`src/rtl/dts_search_scheduler.sv`:
```
// Round-robin job scheduler for a pool of K difference-triangle-set search workers.
// Dispatches job indices, retires completions and keeps the first found result.
module dts_search_scheduler #(
    parameter int N             = 3,
    parameter int M             = 19,
    parameter int K             = 4,
    parameter int KW            = 2,
    parameter int JOBS          = 16,
    parameter int JW            = 4,
    parameter int STOP_ON_FOUND = 1,
    localparam int RW           = N * (M + 1)
) (
    input  logic            clk,
    input  logic            reset,
    input  logic            start,
    output logic            busy,
    output logic [K-1:0]    wk_go,
    output logic [JW-1:0]   wk_job,
    input  logic [K-1:0]    wk_done,
    input  logic [K-1:0]    wk_found,
    input  logic [K*RW-1:0] wk_res,
    output logic            res_valid,
    output logic [RW-1:0]   res,
    output logic [JW-1:0]   res_job,
    output logic            found,
    output logic [JW:0]     jobs_done,
    output logic            done
);

    typedef enum logic [1:0] {
        S_IDLE,
        S_DISPATCH,
        S_DRAIN,
        S_FINISH
    } state_t;

    state_t          state_q, state_d;
    logic [K-1:0]    wbusy_q, wbusy_d;
    logic [JW-1:0]   job_of_q [K];
    logic [JW-1:0]   job_of_d [K];
    logic [JW:0]     next_job_q, next_job_d;
    logic [KW-1:0]   rr_q, rr_d;
    logic [K-1:0]    go_q, go_d;
    logic [JW-1:0]   wjob_q, wjob_d;
    logic            rv_q, rv_d;
    logic [RW-1:0]   res_q, res_d;
    logic [JW-1:0]   res_job_q, res_job_d;
    logic            found_q, found_d;
    logic [JW:0]     jdone_q, jdone_d;

    logic            entry, run_active, ret_hit, cap, pick_hit, disp_en, go_ok;
    logic [K-1:0]    base_busy, cand;
    logic [JW:0]     base_next;
    logic [KW-1:0]   base_rr, ret_w, pick_w, scan_idx;
    logic [RW-1:0]   res_slice [K];

    for (genvar g = 0; g < K; g++) begin : g_slice
        assign res_slice[g] = wk_res[g*RW +: RW];
    end

    always_comb begin
        state_d    = state_q;
        wbusy_d    = wbusy_q;
        job_of_d   = job_of_q;
        next_job_d = next_job_q;
        rr_d       = rr_q;
        go_d       = '0;
        wjob_d     = '0;
        rv_d       = 1'b0;
        res_d      = res_q;
        res_job_d  = res_job_q;
        found_d    = found_q;
        jdone_d    = jdone_q;
        scan_idx   = '0;

        // Run entry dispatches job 0 in the same edge that leaves IDLE/FINISH,
        // working from the freshly cleared run state.
        entry      = start && (state_q == S_IDLE || state_q == S_FINISH);
        run_active = (state_q == S_DISPATCH) || (state_q == S_DRAIN);
        base_busy  = entry ? '0 : wbusy_q;
        base_next  = entry ? '0 : next_job_q;
        base_rr    = entry ? '0 : rr_q;

        // A worker whose go pulse is still visible has not yet dropped its
        // stale done from the previous job, so it cannot be retired yet.
        cand    = run_active ? (wbusy_q & wk_done & ~go_q) : '0;
        ret_hit = 1'b0;
        ret_w   = '0;
        for (int w = K - 1; w >= 0; w--) begin
            if (cand[KW'(w)]) begin
                ret_hit = 1'b1;
                ret_w   = KW'(w);
            end
        end
        cap = ret_hit && wk_found[ret_w] && !found_q;

        pick_hit = 1'b0;
        pick_w   = '0;
        for (int i = K - 1; i >= 0; i--) begin
            scan_idx = KW'((int'(base_rr) + i) % K);
            if (!base_busy[scan_idx]) begin
                pick_hit = 1'b1;
                pick_w   = scan_idx;
            end
        end
        disp_en = entry ||
                  (state_q == S_DISPATCH && !(STOP_ON_FOUND != 0 && (found_q || cap)));
        go_ok   = disp_en && pick_hit && (base_next < (JW+1)'(JOBS));

        if (entry) begin
            wbusy_d    = '0;
            next_job_d = '0;
            rr_d       = '0;
            res_d      = '0;
            res_job_d  = '0;
            found_d    = 1'b0;
            jdone_d    = '0;
        end

        if (ret_hit) begin
            wbusy_d[ret_w] = 1'b0;
            jdone_d        = jdone_q + (JW+1)'(1);
            if (cap) begin
                res_d     = res_slice[ret_w];
                res_job_d = job_of_q[ret_w];
                found_d   = 1'b1;
                rv_d      = 1'b1;
            end
        end

        if (go_ok) begin
            go_d[pick_w]     = 1'b1;
            wjob_d           = base_next[JW-1:0];
            wbusy_d[pick_w]  = 1'b1;
            job_of_d[pick_w] = base_next[JW-1:0];
            next_job_d       = base_next + (JW+1)'(1);
            rr_d             = KW'((int'(pick_w) + 1) % K);
        end

        case (state_q)
            S_IDLE:     if (start) state_d = S_DISPATCH;
            S_DISPATCH: begin
                if (STOP_ON_FOUND != 0 && (found_q || cap)) state_d = S_DRAIN;
                else if (next_job_q == (JW+1)'(JOBS))        state_d = S_DRAIN;
            end
            S_DRAIN:    if (wbusy_q == '0) state_d = S_FINISH;
            S_FINISH:   if (start) state_d = S_DISPATCH;
            default:    state_d = S_IDLE;
        endcase
    end

    always_ff @(posedge clk or negedge reset) begin
        if (!reset) begin
            state_q    <= S_IDLE;
            wbusy_q    <= '0;
            next_job_q <= '0;
            rr_q       <= '0;
            go_q       <= '0;
            wjob_q     <= '0;
            rv_q       <= 1'b0;
            res_q      <= '0;
            res_job_q  <= '0;
            found_q    <= 1'b0;
            jdone_q    <= '0;
            for (int w = 0; w < K; w++) job_of_q[w] <= '0;
        end else begin
            state_q    <= state_d;
            wbusy_q    <= wbusy_d;
            next_job_q <= next_job_d;
            rr_q       <= rr_d;
            go_q       <= go_d;
            wjob_q     <= wjob_d;
            rv_q       <= rv_d;
            res_q      <= res_d;
            res_job_q  <= res_job_d;
            found_q    <= found_d;
            jdone_q    <= jdone_d;
            job_of_q   <= job_of_d;
        end
    end

    assign busy      = (state_q == S_DISPATCH) || (state_q == S_DRAIN);
    assign done      = (state_q == S_FINISH);
    assign wk_go     = go_q;
    assign wk_job    = wjob_q;
    assign res_valid = rv_q;
    assign res       = res_q;
    assign res_job   = res_job_q;
    assign found     = found_q;
    assign jobs_done = jdone_q;

endmodule

```
`config.mk`:
```
export PLATFORM = sky130hd
export DESIGN_NAME = dts_search_scheduler
export DESIGN_NICKNAME = d
export VERILOG_FILES = /design/src/rtl/dts_search_scheduler.sv
export SDC_FILE = /design/constraint.sdc
export NUM_CORES = 1
export LEC_CHECK = 0
export CAP_MARGIN = 20
export CORE_AREA = 2 2 127 129
export DETAILED_ROUTE_END_ITERATION = 10
export DIE_AREA = 0 0 129 131
export PLACE_DENSITY = 0.81
export REMOVE_ABC_BUFFERS = 1
export SKIP_CTS_REPAIR_TIMING = 1
export SYNTH_ARGS = -nofsm -noshare
export SYNTH_HDL_FRONTEND = slang
export SYNTH_SLANG_ARGS = --single-unit
```
`constraint.sdc`:
```
create_clock -name clk -period 5.75 [get_ports clk]
set_input_delay 0.575 -clock clk [delete_from_list [all_inputs] [get_ports clk]]
set_output_delay 0.575 -clock clk [all_outputs]
set_load 0.05 [all_outputs]
```
==> parameters.txt <==
Parameter                              Value

STA
  RSZ-0062 raised after global routing    no
  Number of pins with negative max-slew slack in the final report    0
  Pin slew with the least headroom to its limit    ~0.86 ns
  Fin. Hold Viols    0
  Final Skew    around 0.0086 ns
  Final cycle utilization of the critical path    64.6%
  Max frequency    approximately 270 MHz
  Post-layout minimum cycle time    roughly 3.7 ns
  Summed negative setup slack over all endpoints    0 ns
  Final setup slack of the worst path    2.04 ns
  Number of endpoints failing setup at the final stage    0
  Slew headroom    a little over two fifths

Global route
  GRT Util Overall    17.1%
  Vias in the first global route    4,020
  Initial antenna violation count    4
  First-pass GRT wire length    21,900 µm
  Total gr overflow    0
  Maximum number of pins on one net before global-route repair    62

Place
  Final estimated routing congestion in global placement    0.863
  Setup slack after placement    1.92 ns
  Cell Area, Placed    7290 µm²
  Port Buffer Count    206
  HPWL after detailed placement    10,800 µm

Clock network
  Longest Clk Path Bufs    2
  Buffer cell driving the clock tree root    sky130_fd_sc_hd__clkbuf_16
  Latest clock arrival within the worst-skew pair    0.35 ns
  Number of H-tree branching levels    3
  CTS tree    done
  Clk pin slew, worst setup/hold paths    0.07 ns
  Total CTS buffers    9
  Clock net sink count    100

Logic synthesis
  Share of the synthesized area in the top cell type    approximately 49%
  Warnings from Yosys    0
  Async set or reset register ratio after synthesis    100%
  Count of unique library cells instantiated by Yosys    49
  Number of synthesized flops with an enable pin    0
  Flip-flop and latch count after synthesis    100
  Post-synthesis instance area    between 5000 and 6000 µm²
  Most area-consuming cells after synthesis    sky130_fd_sc_hd__dfrtp_1, sky130_fd_sc_hd__mux2i_1, sky130_fd_sc_hd__nand2_1, sky130_fd_sc_hd__ha_1, sky130_fd_sc_hd__clkbuf_1
  Average cell area after synthesis    11.1 µm²
  Most frequent cell after synthesis    sky130_fd_sc_hd__mux2i_1
  Commonest register cell after synthesis    sky130_fd_sc_hd__dfrtp_1
  Post-synthesis cell count    461
  Sequential share of the synthesized area    between 40 and 50%
  Commonest cells post-synth    sky130_fd_sc_hd__mux2i_1, sky130_fd_sc_hd__dfrtp_1, sky130_fd_sc_hd__nand2_1
  Cell taking the most area after synthesis    sky130_fd_sc_hd__dfrtp_1

Setup path
  Slowest Stage Delay on Critical Path    0.80 ns
  Cell breakdown of the critical path    inv_1, ha_1, and4bb_4, buf_4, mux2i_2, o21ai_1, mux2_1
  Critical setup path kind    register to register
  Worst path arrival time    3.94 ns
  Data required time at the worst endpoint    5.98 ns
  Worst Setup Start Kind    register
  Library cell contributing the largest single delay on the critical path    sky130_fd_sc_hd__and4bb_4
  Element type at the critical path end    register
  CP max FO    37

Detailed routing
  Avg Vias per Cell    4.78
  Routed len/inst    approximately 17 µm
  # DRC    0
  Count of antenna-violating nets left after detailed routing    0
  Router iterations before antenna repair    4
  Total Wirelength    14,900 µm
  First-iteration detailed-routing DRC count    277
  Overall via count from detail_route    4,151

Floorplan
  Height of the die    131 µm
  Row Count    46
  Initial core utilization    32.8%
  Number of top-level design ports    approximately 330
  X dimension of the die    129 µm
  Die area    16,900 µm²
  Standard cell core area    15,600 µm²

Status
  Run status    complete, no violations

Run
  Maximum Capacitance Violations    0

Layout
  Number of nets in the final layout    907
  Core utilization of the finished layout    around 50%
  Fraction of layout cells with a size suffix above 1    4.15%
  Area grow syn2layout    48.6%
  Post-Layout Inst Area    7610 µm²
  Number of fillers in the final layout    1,399

Power and ir drop
  Power density over the cells    about 510 nW/µm²
  Leakage power figure    between 3 and 4 nW
  VDD IR max    about 270 µV

Worst hold path
  Type of the worst min-delay path    input pin to asynchronous set/reset pin
-- report_power, final --
| part | total [W] | switching [W] | internal, W |
|---|---|---|---|
| Combinational | 0.00215 | 0.00135 | 0.000799 |
| Clock | 0.000655 | 0.000273 | 0.000382 |
| Sequential | 0.00111 | 0.000167 | 0.000943 |
-- worst paths after layout --
| check | cells after the start | to | start | slack [ns] |
|---|---|---|---|---|
| min in group clk | 1 | jobs_done[4]$_DFF_PN0_ | jobs_done[4]$_DFF_PN0_ | 0.49 |
| hold reg to reg | 1 | jobs_done[4]$_DFF_PN0_ | jobs_done[4]$_DFF_PN0_ | 0.49 |
| setup reg to reg | 7 | rr_q[1]$_DFF_PN0_ | state_q[0]$_DFFE_PN0P_ | 2.04 |
| max in group asynchronous | 2 | res[34]$_DFFE_PN0P_ | reset | 4.32 |
| setup / recovery | 7 | rr_q[1]$_DFF_PN0_ | state_q[0]$_DFFE_PN0P_ | 2.04 |
| hold / removal | 1 | res[51]$_DFFE_PN0P_ | reset | 0.20 |
-- cell families after synthesis --
family	Yosys count	share of synthesized area (%)
adder cells (fa/ha/maj)	10	2.44
multiplexers	135	26.5
flip-flops	100	48.8
AND/OR/NAND/NOR	131	11.9
XOR/XNOR	3	0.513
AO/OA/AOI/OAI	38	5.28
buffers and inverters	44	4.52
-- state kept, by name (all words and copies together), names as in the netlist, 2 cells and up --
| register | cells |
|---|---|
| wk_go | 4 |
| wbusy_q | 4 |
| next_job_q | 5 |
| res_job | 4 |
| res | 60 |
| wk_job | 4 |
| state_q | 2 |
| jobs_done | 5 |
| rr_q | 2 |
| job_of_q | 8 |
-- cell usage in the layout, fill, tap and decap left out, drive strengths merged, types with 8 or more instances in the layout --
master,count
inv,8
ha,10
nand4,8
clkbuf,10
clkdlybuf4s50,205
o211ai,8
nand2,81
dfrtp,100
nand2b,8
mux2i,132
-- final cells by class --
class                   count  area, µm²  share of cell area, %
diodes                      2       5.00                 0.0657
inverters                   8       30.0                  0.394
well taps                 216        270                   3.55
clock buffers              10        229                   3.01
flip-flops and latches    100       2500                   32.9
multi-input cells         317       2400                   31.5
clock inverters             6       88.8                   1.17
repair buffers            210       2090                   27.4
-- per-layer routing --
layer	track usage (%)	vias up	share of wire (%)
met5	0	-	0.14
met2	28.0	151	48
met3	5.25	15	8.3
li1	-	1986	-
met1	22.0	1995	43
met4	4.99	4	1.1
-- stage by stage --
stage	hold slack, ns	instances	total power [W]
floorplan	0.279	425	0.00259
global placement	0.471	851	0.00324
detailed placement	0.483	851	0.00329
CTS	0.210	867	0.00396
global route	0.238	867	0.00414
finish	0.201	869	0.00391
-- worst max-delay path, delay by kind of cell, from the launching register on --
kind | cells | cell delay, ns
flops | 1 | 0.41
mux | 2 | 0.60
buf+inv | 2 | 0.74
simple gates | 1 | 0.80
fa+ha+maj | 1 | 0.35
compound gates | 1 | 0.67
No activity file was read; power rests on OpenSTA's default activity.
